[config.mk]
export PLATFORM = sky130hd
export DESIGN_NAME = md5_pad
export DESIGN_NICKNAME = d
export VERILOG_FILES = /design/src/rtl/md5_pkg.sv /design/src/rtl/md5_blk_buf.sv /design/src/rtl/md5_pad.sv
export SDC_FILE = /design/constraint.sdc
export NUM_CORES = 1
export LEC_CHECK = 0
export CAP_MARGIN = 20
export CORE_MARGIN = 5
export CORE_UTILIZATION = 35
export CTS_CLUSTER_SIZE = 25
export DETAILED_ROUTE_END_ITERATION = 12
export PLACE_DENSITY = 0.64
export SLEW_MARGIN = 25
export SYNTH_ARGS = -nofsm -noshare
export SYNTH_HDL_FRONTEND = slang
export SYNTH_SLANG_ARGS = --single-unit
[constraint.sdc]
create_clock -name clk_i -period 6.7 [get_ports clk_i]
set_input_delay 1.675 -clock clk_i [delete_from_list [all_inputs] [get_ports clk_i]]
set_output_delay 1.675 -clock clk_i [all_outputs]
set_load 0.02 [all_outputs]
[src/rtl/md5_pkg.sv]
// Shared types and constants for the MD5 message padder.
// Widths are fixed by RFC 1321: 64-byte blocks with the length in the last 8 bytes.
package md5_pkg;

  typedef enum logic [1:0] {
    FILL   = 2'd0,
    PAD    = 2'd1,
    EMIT   = 2'd2,
    LENBLK = 2'd3
  } state_t;

  typedef logic [31:0] word_t;
  typedef word_t [0:15] block_t;

  localparam int         BLK_BYTES = 64;
  localparam int         LEN_POS   = 56;
  localparam logic [7:0] PAD_BYTE  = 8'h80;

endpackage

[src/rtl/md5_blk_buf.sv]
// 64-byte block register: byte write at idx, clear, pad-fill from idx, and length insert.
// Byte k lives at bits [8k+7:8k], so word w naturally carries byte 4w in its low byte.
module md5_blk_buf
  import md5_pkg::*;
(
  input  logic        clk_i,
  input  logic        rst_i,
  input  logic        i_clr,
  input  logic        i_wr,
  input  logic        i_pad,
  input  logic        i_len,
  input  logic [5:0]  i_idx,
  input  logic [7:0]  i_byte,
  input  logic [63:0] i_len_bits,
  output word_t       o_m [0:15]
);

  logic [8*BLK_BYTES-1:0] r_flat;
  logic [8*BLK_BYTES-1:0] w_nxt;
  logic                   w_upd;

  assign w_upd = i_clr | i_wr | i_pad | i_len;

  // Later operations overlay earlier ones, so clear + length builds a length-only block.
  always_comb begin
    w_nxt = i_clr ? '0 : r_flat;
    for (int k = 0; k < BLK_BYTES; k++) begin
      if (i_wr && (i_idx == 6'(k)))
        w_nxt[8*k +: 8] = i_byte;
      if (i_pad && (i_idx == 6'(k)))
        w_nxt[8*k +: 8] = PAD_BYTE;
      else if (i_pad && (6'(k) > i_idx))
        w_nxt[8*k +: 8] = 8'h00;
      if (i_len && (k >= LEN_POS))
        w_nxt[8*k +: 8] = i_len_bits[8*(k-LEN_POS) +: 8];
    end
  end

  always_ff @(posedge clk_i or negedge rst_i) begin
    if (!rst_i)
      r_flat <= '0;
    else if (w_upd)
      r_flat <= w_nxt;
  end

  always_comb begin
    for (int w = 0; w < 16; w++)
      o_m[w] = r_flat[32*w +: 32];
  end

endmodule

[src/rtl/md5_pad.sv]
// MD5 message padder: accepts a byte stream, applies RFC 1321 padding and
// hands 512-bit blocks to the hash core over a valid/ready handshake.
module md5_pad
  import md5_pkg::*;
(
  input  logic        clk_i,
  input  logic        rst_i,
  input  logic [7:0]  byte_i,
  input  logic        byte_valid_i,
  input  logic        end_i,
  output logic        byte_ready_o,
  output logic [31:0] M_o [0:15],
  output logic        blk_valid_o,
  input  logic        blk_ready_i,
  output logic        blk_last_o
);

  state_t      r_state;
  logic [5:0]  r_idx;
  logic [60:0] r_cnt;
  logic        r_last;
  logic        r_valid;
  logic        r_pend_end;
  logic        r_len_pend;

  logic        w_fill;
  logic        w_xfer;
  logic        w_hs;
  logic        w_wr;
  logic        w_pad;
  logic        w_len_ins;
  logic        w_clr;
  logic        w_len_fits;
  logic [63:0] w_len_bits;

  assign w_fill     = (r_state == FILL);
  assign w_xfer     = (byte_valid_i | end_i) & w_fill;
  assign w_hs       = r_valid & blk_ready_i;
  assign w_len_fits = (r_idx < 6'(LEN_POS));
  assign w_len_bits = {r_cnt, 3'b000};

  assign w_wr      = w_fill & byte_valid_i;
  assign w_pad     = (r_state == PAD);
  assign w_len_ins = (w_pad & w_len_fits) | (r_state == LENBLK);
  // Every handshake empties the buffer; LENBLK re-clears so it never depends on that.
  assign w_clr     = ((r_state == EMIT) & w_hs) | (r_state == LENBLK);

  assign byte_ready_o = w_fill;
  assign blk_valid_o  = r_valid;
  assign blk_last_o   = r_last;

  md5_blk_buf u_buf (
    .clk_i      (clk_i),
    .rst_i      (rst_i),
    .i_clr      (w_clr),
    .i_wr       (w_wr),
    .i_pad      (w_pad),
    .i_len      (w_len_ins),
    .i_idx      (r_idx),
    .i_byte     (byte_i),
    .i_len_bits (w_len_bits),
    .o_m        (M_o)
  );

  always_ff @(posedge clk_i or negedge rst_i) begin
    if (!rst_i) begin
      r_state    <= FILL;
      r_idx      <= '0;
      r_cnt      <= '0;
      r_last     <= 1'b0;
      r_valid    <= 1'b0;
      r_pend_end <= 1'b0;
      r_len_pend <= 1'b0;
    end else begin
      case (r_state)
        FILL: begin
          if (w_xfer) begin
            if (byte_valid_i) begin
              r_idx <= r_idx + 6'd1;
              r_cnt <= r_cnt + 61'd1;
            end
            // A full block must go out before an accompanying end can be padded.
            if (byte_valid_i && (r_idx == 6'(BLK_BYTES-1))) begin
              r_state    <= EMIT;
              r_valid    <= 1'b1;
              r_last     <= 1'b0;
              r_pend_end <= end_i;
            end else if (end_i) begin
              r_state <= PAD;
            end
          end
        end
        PAD: begin
          r_state <= EMIT;
          r_valid <= 1'b1;
          if (w_len_fits) begin
            r_last <= 1'b1;
          end else begin
            r_last     <= 1'b0;
            r_len_pend <= 1'b1;
          end
        end
        EMIT: begin
          if (blk_ready_i) begin
            r_valid <= 1'b0;
            if (r_last) begin
              r_state    <= FILL;
              r_idx      <= '0;
              r_cnt      <= '0;
              r_last     <= 1'b0;
              r_pend_end <= 1'b0;
              r_len_pend <= 1'b0;
            end else if (r_pend_end) begin
              r_state    <= PAD;
              r_idx      <= '0;
              r_pend_end <= 1'b0;
            end else if (r_len_pend) begin
              r_state    <= LENBLK;
              r_len_pend <= 1'b0;
            end else begin
              r_state <= FILL;
              r_idx   <= '0;
            end
          end
        end
        LENBLK: begin
          r_state <= EMIT;
          r_valid <= 1'b1;
          r_last  <= 1'b1;
        end
        default: r_state <= FILL;
      endcase
    end
  end

endmodule

# ---- After elaboration in Yosys (flattened, before gate mapping)
# Cells that the tools add are included.
dict set report word_totals {
  out_inout_bits 515
  ff_bits 585
  input_bits 13
  wordCells 793
  ramBits 0
  romBits 0
  latch_bits 0
  mem_count 0
}
dict set report classes {
  multipliers 0
  n_eq_ne 75
  mux 237
  n_bitwise 11
  reduce_logical 332
  shift 0
  order_cmp 65
  n_addsub 2
  n_div 0
}
# cell n
set ops {}
lappend ops {{$mux 8} 200}
lappend ops {{$mux 512} 1}
lappend ops {{$mux 61} 4}
lappend ops {{$reduce_bool 4->1} 56}
lappend ops {{$logic_and 1x1->1} 193}
lappend ops {{$eq 6x6->1 const B} 32}
lappend ops {{$gt 6x6->1 const A} 32}
lappend ops {{$reduce_and 2->1} 64}
lappend ops {{$pmux 61 s2} 1}
lappend ops {{$eq 6x5->1 const B} 16}
lappend ops {{$gt 5x6->1 const A} 16}
lappend ops {{$add 61x1->61 const B} 1}
lappend ops {{$eq 6x4->1 const B} 8}
lappend ops {{$gt 4x6->1 const A} 8}
lappend ops {{$reduce_bool 5->1} 8}
lappend ops {{$mux 6} 6}
lappend ops {{$eq 6x3->1 const B} 4}
lappend ops {{$gt 3x6->1 const A} 4}
lappend ops {{$mux 2} 7}
lappend ops {{$eq 6x2->1 const B} 2}
lappend ops {{$gt 1x6->1 const A} 2}
lappend ops {{$gt 2x6->1 const A} 2}
lappend ops {{$mux 1} 12}
lappend ops {{$pmux 6 s2} 1}
lappend ops {{other kinds (23)} 42}

# ---- Depth between registers and ports, before layout
# Gate-level depths: netlist (run 1).
dict set report depth {
  word_depth 8
  ltp_mapped 9
  mapped_depth_nobuf 7
}

# ---- By module
# From an unflattened synthesis (run 1), not the netlist that was laid out.
dict set report unflattened {
  hier_cells 2035
  hier_area_um2 24649.9
}
# mod cells_per_inst seq_area_each_um2 instances area_each_um2
set by_module_without_submodules {}
lappend by_module_without_submodules {md5_blk_buf 1592 12812.3 1 20664.8}
lappend by_module_without_submodules {md5_pad 443 1826.8 1 3985.1}

# ---- Worst setup path after synthesis (run 1)
# No wires, ideal clock.
dict set report synth_timing {
  path_type {input-to-reg}
  startpoint {in byte_valid_i}
  endpoint {reg u_buf.r_flat[152]}
  setup_time_ns 0.069
  arrival_time_ns 3.137
  required_time_ns 6.631
  path_buffers 1
  cell_stages 6
  setup_slack_ns 3.494
  path_cell_list {nor3b_2 -> buf_4 -> nand2_1 -> nor2_1 -> a211oi_1 -> a22o_1}
}
dict set report synth_between {
  elab_chain_len 5
  elab_cells_between_ends 10
  cone_classes {mux: 3; bitwise: 4; reduce/logical: 3}
}
# item line
set synth_rtl {}
lappend synth_rtl {{start, declared} md5_pad.sv:9} ;# input logic byte_valid_i,
lappend synth_rtl {{$and 1x1->1 *} md5_pad.sv:42} ;# assign w_wr = w_fill & byte_valid_i;
lappend synth_rtl {{$or 1x1->1 / $logic_and 1x1->1 (equally long branches)} {md5_blk_buf.sv:22, md5_blk_buf.sv:28}}
lappend synth_rtl {{$or 1x1->1 / $mux 8 (equally long branches)} {md5_blk_buf.sv:22, md5_blk_buf.sv:28}}
lappend synth_rtl {{$or 1x1->1 / $mux 8 (equally long branches)} {md5_blk_buf.sv:22, md5_blk_buf.sv:32}}
lappend synth_rtl {{$reduce_and 2->1 (no source line) / $mux 8 (equally long branches)} n/a}
lappend synth_rtl {{end signal, assigned} md5_blk_buf.sv:43} ;# r_flat <= w_nxt;
lappend synth_rtl {{end, declared} md5_blk_buf.sv:18} ;# logic [8*BLK_BYTES-1:0] r_flat;
# Mark *: on every way between the ends. The rest lies on a longest branch, timed or not.
# A chain may end at the register's enable or synchronous reset.

# ---- Worst setup path after layout (run 1)
dict set report layout_timing {
  startpoint {in byte_valid_i}
  endpoint {reg u_buf.r_flat[76]}
}
# Same word-level chain as after synthesis.

==> metrics.txt, run 1 <==
outcome=complete, no violations; TritonCTS clock tree=yes; top-area cell type share of the netlist area=61.04%; # IOs=528; WL/cell=28.76 um; synth-to-layout area growth=35.88%; vias per inst=5.942; Leak=14.48 nW; Residual DRC=0; clk_lat worst skew=620 ps; Initial Util=35.15%; HP Class=flop to flop; H-tree depth=3; core footprint=0.06823 mm2; ys async rst share=100.0%; power per cell area=346.9 mW/mm2; CTS buffer count=66; placed inst area=0.03012 mm2; YS warnings=0; Final Wtd Congestion=0.9271; fin crit period=4169 ps; CTS resizes=0; CP max FO=26; Reg clk slew, reported paths=60 ps; Setup-failing EPs final=0; Chip Height=271.8 um; Max clock buf depth=3; Worst Skew=27.68 ps; die area=0.07385 mm2; Die W=271.8 um; Worst Setup End Kind=flop; Setup Fix Bufs, Post-CTS=0; Max Freq=239.8 MHz; Port Buf Inserts=527; Arrival @ worst endpoint=4670 ps; setup TNS=0 ps; Iter 0 DRT Violations=2,014; pins over their slew limit=0; clk sinks=585; first-pass GRT wire length=144,600 um; synth top area cells=dfrtp_1 (61%), a22o_1 (15%), nor2_1 (2.1%); Detailed Route WL=98,360 um; WP data required=7200 ps; RSZ-0062 raised after global routing=no; Slew @ Worst Pin=1083 ps; Netlist cell types=82; share of layout cells above drive strength 1=8.238%; flop and latch count out of synthesis=585; Synth Flop Type=dfrtp_1; syn nets=2,001; cell area after synthesis=0.02398 mm2; Final ANT Viol Nets=0; vias in the first global route=20,767; gr ovfl total=0; Worst slew margin=26.88%; CP Launch Type=input pin; crit path kind=input pin to flop; detailed-route via count=20,321; Final Hold Vio Count=0; clock root buffer=clkbuf_16; syn avg cell area=12.09 um2; Hold WS=473.0 ps; site row count=96; Total GRT Usage=25.83%; sequential-to-total area share from yosys stat=61.04%; post-synthesis cell count=1,984; Hold-fix buffers, CTS=0; maxcap violations=0; fin crit share=62.23%; total power=11.31 mW; VDD IR max=223.5 uV; estimated wirelength of the detail-placed design=69,240 um; number of flops mapped to enable cells by yosys=0; fin nets=2,502; largest net degree at the start of global routing=152; Pre-antenna DRT Iters=6; initial antenna violation count=1; Yosys top cell by area=dfrtp_1; post-layout instance area=0.03259 mm2
## report_power, final
| part | internal [mW] | total (mW) | leakage [nW] | switching (mW) |
|---|---|---|---|---|
| registers | 3.76 | 4.03 | 8.10 | 0.274 |
| logic | 0.898 | 3.31 | 5.22 | 2.41 |
| clock network | 2.39 | 3.97 | 1.17 | 1.58 |
## state kept, by name (all words and copies together), names as in the netlist
register	cells
u_buf.r_flat	512
blk_valid_o	1
r_len_pend	1
blk_last_o	1
r_idx	6
r_cnt	61
r_pend_end	1
r_state	2
## cells in the mapped netlist, types with 7 or more instances
| cell type | number |
|---|---|
| o2bb2ai_1 | 51 |
| a2bb2oi_1 | 7 |
| xor2_1 | 18 |
| a21oi_1 | 69 |
| a21o_1 | 46 |
| nand4_1 | 33 |
| o21ai_0 | 70 |
| and2_1 | 18 |
| buf_2 | 20 |
| or4_1 | 11 |
| inv_1 | 29 |
| nor3_1 | 27 |
| a22o_1 | 424 |
| or3_1 | 15 |
| clkbuf_1 | 98 |
| nor2_1 | 132 |
| and3_1 | 7 |
| a211oi_1 | 13 |
| nand2_1 | 114 |
| nand3_1 | 33 |
| o31ai_1 | 16 |
| nor2b_1 | 10 |
| dfrtp_1 | 585 |
## worst max-delay path, stage by stage
cell,delay [ps]
clkdlybuf4s50_1,620
nor3b_4,220
buf_4,320
nand2_1,460
nor2_1,800
nor3_2,290
a22o_1,270
## per-stage QoR
step	instances	setup slack [ps]	utilization, %
4_1_cts	3418	2465	47.64
3_3_place_gp	3298	1794	44.13
5_1_grt	3419	2427	47.76
3_5_place_dp	3298	1891	44.15
6_report	3420	2531	47.76
2_1_floorplan	1984	3494	-
## kinds of logic after synthesis
logic type,share of synthesized area (%)
AND/OR/NAND/NOR,9.663
AO/OA/AOI/OAI,25.47
multiplexers,0.1356
XOR/XNOR,0.8034
buffers and inverters,2.676
flip-flops,61.04
adder cells (fa/ha/maj),0.2087
## layer usage
| metal | share of wire (%) | global-route usage (%) | up-vias | routed length (um) |
|---|---|---|---|---|
| met5 | 0 | 0 | - | 0 |
| li1 | - | - | 8559 | - |
| met2 | 48 | 42.14 | 1078 | 46990 |
| met4 | 4.4 | 10.51 | 0 | 4338 |
| met1 | 39 | 32.80 | 10471 | 38370 |
| met3 | 8.8 | 6.929 | 213 | 8665 |
## placed cells by master (no fill, tap or decap), types with 7 or more instances in the layout
cell type        netlist  routed
clkbuf_8               0      11
nand3_1               33      33
inv_1                 29      29
nor2_1               132     130
and3_1                 7       7
or3_1                 15      15
o2bb2ai_1             51      51
clkbuf_16              0      66
clkdlybuf4s50_1        0     519
nand4_1               33      33
clkbuf_1              98       9
or4_1                 11      11
nor3_2                 6      11
o31ai_1               16      16
bufinv_16              0      11
xor2_1                18      18
and2_1                18      17
nor3_1                27      22
a22o_1               424     424
nor2b_1               10       9
dfrtp_1              585     584
clkinv_2               0      13
buf_4                  5      31
a21oi_1               69      69
a211oi_2               1       8
a2bb2oi_1              7       7
nand2_1              114     114
o21ai_0               70      70
a21o_1                46      46
## path summary, 6_finish.rpt
| check | slack [ps] | depth (start not counted) | from | endpoint |
|---|---|---|---|---|
| worst max-delay path | 2530 | 7 | byte_valid_i | u_buf.r_flat[76] |
| worst min-delay path | 470 | 1 | u_buf.r_flat[470] | u_buf.r_flat[470] |
| worst max register to register | 3110 | 6 | r_idx[1] | u_buf.r_flat[471] |
| worst min register to register | 470 | 1 | u_buf.r_flat[470] | u_buf.r_flat[470] |
| max in group asynchronous | 4020 | 3 | rst_i | u_buf.r_flat[22] |
| min in group asynchronous | 1000 | 1 | rst_i | u_buf.r_flat[443] |
## final cells by class
| cell class | instances | area (um2) |
|---|---|---|
| fillers | 6081 | 35640 |
| flip-flops and latches | 585 | 14640 |
| multi-input cells | 1242 | 8791 |
| repair buffers | 561 | 5560 |
| clock buffers | 86 | 1837 |
| well taps | 882 | 1104 |
| clock inverters | 34 | 543.0 |
| inverters | 29 | 108.9 |
| diodes | 1 | 2.502 |
No activity file was read; power rests on OpenSTA's default activity.
==> run 2, diff against run 1 <==
--- a/config.mk
+++ b/config.mk
@@ -10,7 +10,7 @@
 export CORE_UTILIZATION = 35
 export CTS_CLUSTER_SIZE = 25
 export DETAILED_ROUTE_END_ITERATION = 12
-export PLACE_DENSITY = 0.64
+export PLACE_DENSITY = 0.66
 export SLEW_MARGIN = 25
 export SYNTH_ARGS = -nofsm -noshare
 export SYNTH_HDL_FRONTEND = slang
==> constraint.sdc (replaced) <==
create_clock -name clk_i -period 3.6 [get_ports clk_i]
set_input_delay 0.9 -clock clk_i [delete_from_list [all_inputs] [get_ports clk_i]]
set_output_delay 0.9 -clock clk_i [all_outputs]
set_load 0.02 [all_outputs]
==> run 2 against run 1 <==
Effect of this change: register-to-register slack lost 2600 ps; critical endpoint is now byte_ready_o; combinational power grew 98%; via count grew 1.8%; critical path depth shrank 4; clock power grew 66%; sequential share of layout area shrank 0.83 points; die area is the same; power grew 83%; sequential power grew 87%; critical path type is now flop to output pin.
==> metrics.txt, run 2 (synthesis gave the netlist of run 1 again) <==
outcome=complete, no violations (unchanged); Iter 0 DRT Violations=2,139 (was 2,014); gr ovfl total=0 (unchanged); Worst Setup End Kind=output pin (was flop); TritonCTS clock tree=yes (unchanged); Hold-fix buffers, CTS=0 (unchanged); fin crit period=3488 ps; CP max FO=19 (was 26); site row count=96 (unchanged); Worst Skew=29.03 ps (was 27.68 ps); VDD IR max=363.9 uV (was 223.5 uV); met3 usage=6.779% (was 6.929%); CTS resizes=0 (unchanged); Max Freq=286.7 MHz; Slew @ Worst Pin=1042 ps (was 1083 ps); dpl cells=3,409 (was 3,298); Regs by FF count=u_buf.r_flat: 512 flops, r_cnt: 61 flops, r_idx: 6 flops (unchanged); Pre-antenna DRT Iters=6 (unchanged); fin crit share=96.88%; post-layout instance area=0.03320 mm2 (was 0.03259 mm2); estimated wirelength of the detail-placed design=71,370 um (was 69,240 um); dpl ws=216.1 ps (was 1891 ps); critical path's slowest cell=clkdlybuf4s50_1 (was nor2_1); HP Class=input pin to asynchronous set/reset pin (was flop to flop); pins over their slew limit=0 (unchanged); clock root buffer=clkbuf_16 (unchanged); first-pass GRT wire length=145,200 um (was 144,600 um); Reg-to-Reg End=u_buf.r_flat[181] (was u_buf.r_flat[471]); vias in the first global route=21,128 (was 20,767); Fill cells=6,026 (was 6,081); share of layout cells above drive strength 1=11.33% (was 8.238%); Total GRT Usage=25.68% (was 25.83%); die area=0.07385 mm2 (unchanged); fin nets=2,607 (was 2,502); Final ANT Viol Nets=0 (unchanged); Reg2Reg Depth=6 (unchanged); initial antenna violation count=1 (unchanged); WP data required=2700 ps (was 7200 ps); RSZ-0062 raised after global routing=no (unchanged); Leak=14.91 nW (was 14.48 nW); Reg clk slew, reported paths=70 ps (was 60 ps); Setup-failing EPs final=0 (unchanged); synth-to-layout area growth=38.43% (was 35.88%); Final Hold Vio Count=0 (unchanged); setup TNS=0 ps (unchanged); Worst slew margin=30.18% (was 26.88%); Port Buf Inserts=527 (unchanged); setup ws final=112.2 ps (was 2531 ps); clk_lat worst skew=650 ps (was 620 ps); Largest register FFs=512 (unchanged); largest net degree at the start of global routing=86 (was 152); crit path kind=flop to output pin (was input pin to flop); Final Wtd Congestion=0.9502 (was 0.9271); Biggest register=u_buf.r_flat (unchanged); Residual DRC=0 (unchanged); # IOs=528 (unchanged); Chip Height=271.8 um (unchanged); CTS buffer count=61 (was 66); core footprint=0.06823 mm2 (unchanged); clk sinks=585 (unchanged); Die W=271.8 um (unchanged); power per cell area=623.3 mW/mm2 (was 346.9 mW/mm2); Arrival @ worst endpoint=2590 ps (was 4670 ps); Initial Util=35.15% (unchanged); Detailed Route WL=98,110 um (was 98,360 um); maxcap violations=0 (unchanged); largest stage delay on the critical path=680 ps (was 800 ps); placed inst area=0.03109 mm2 (was 0.03012 mm2); vias per inst=5.879 (was 5.942); most frequent cells in the layout=dfrtp_1 (585), clkdlybuf4s50_1 (519), a22o_1 (424) (was dfrtp_1 (584), clkdlybuf4s50_1 (519), a22o_1 (424)); H-tree depth=2 (was 3); CP Launch Type=flop (was input pin); met2 Use GR=42.08% (was 42.14%); final cell count without fillers=3,520 (was 3,420); CP Cell Sequence=buf_4, nor2_1, clkdlybuf4s50_1 (was clkdlybuf4s50_1, nor3b_4, buf_4, nand2_1, nor2_1, nor3_2, a22o_1); most common cell after layout, fill and taps aside=dfrtp_1 (unchanged); Reg2Reg Setup Slack=490 ps (was 3110 ps); Max clock buf depth=3 (unchanged); WL/cell=27.87 um (was 28.76 um); Setup Fix Bufs, Post-CTS=0 (unchanged); antenna cell count=0 (was 1); detailed-route via count=20,693 (was 20,321); GR Layer Usage met1=32.66% (was 32.80%); Critical R2R Launch=r_idx[0] (was r_idx[1]); GR peak layer=met2 (unchanged)
## run 2: cell count changes in the layout (fill, tap and decap cells not counted), sizes merged
cell	change
clkinv	-5
diode	-1
clkbuf	-5
clkinvlp	+6
buf	+110
bufinv	-5
## run 2: metal layers
metal  wire, um  up-vias
met1      37570    10537
met4       4352        2
met3       9042      222
met5         13        -
li1           -     8781
met2      47130     1151
## run 2: how the worst max path moves through the flow
stage            startpoint           endpoint  cells after the start
2_1_floorplan  byte_valid_i  u_buf.r_flat[152]                      6
3_3_place_gp    blk_ready_i  u_buf.r_flat[346]                      6
3_5_place_dp    blk_ready_i  u_buf.r_flat[177]                      6
4_1_cts          r_state[1]       byte_ready_o                      3
5_1_grt          r_state[1]       byte_ready_o                      3
6_report         r_state[1]       byte_ready_o                      3
## run 2: final cells by class
cell class | count | area, um2 | share of cell area [%]
Sequential cell | 585 | 14640 | 44.10
Multi-Input combinational cell | 1242 | 8741 | 26.33
Timing Repair Buffer | 671 | 6504 | 19.59
Clock buffer | 81 | 1712 | 5.156
Tap cell | 882 | 1104 | 3.324
Clock inverter | 30 | 389.1 | 1.172
Inverter | 29 | 108.9 | 0.3279
## run 2: report_power, final
| part | switching, mW | total [mW] | internal, mW |
|---|---|---|---|
| Clock | 2.81 | 6.60 | 3.80 |
| Combinational | 4.49 | 6.54 | 2.05 |
| Sequential | 0.558 | 7.55 | 6.99 |
## run 2: worst max-delay path: cells and delay by family (launching register included)
family / cells / cell delay [ps]
buffers and inverters: 2 / 1000
flip-flops: 1 / 630
AND/OR/NAND/NOR: 1 / 310
## run 2: per-stage QoR
| step | utilization, % | total power [mW] | hold slack [ps] |
|---|---|---|---|
| final | 48.66 | 20.69 | 257.9 |
| after global routing | 48.66 | 21.48 | 293.9 |
| after CTS | 48.64 | 20.71 | 265.6 |
| after detailed placement | 45.56 | 14.09 | 464.9 |
| after global placement | 45.55 | 13.95 | 461.6 |
| after floorplan | - | 10.81 | 493.3 |
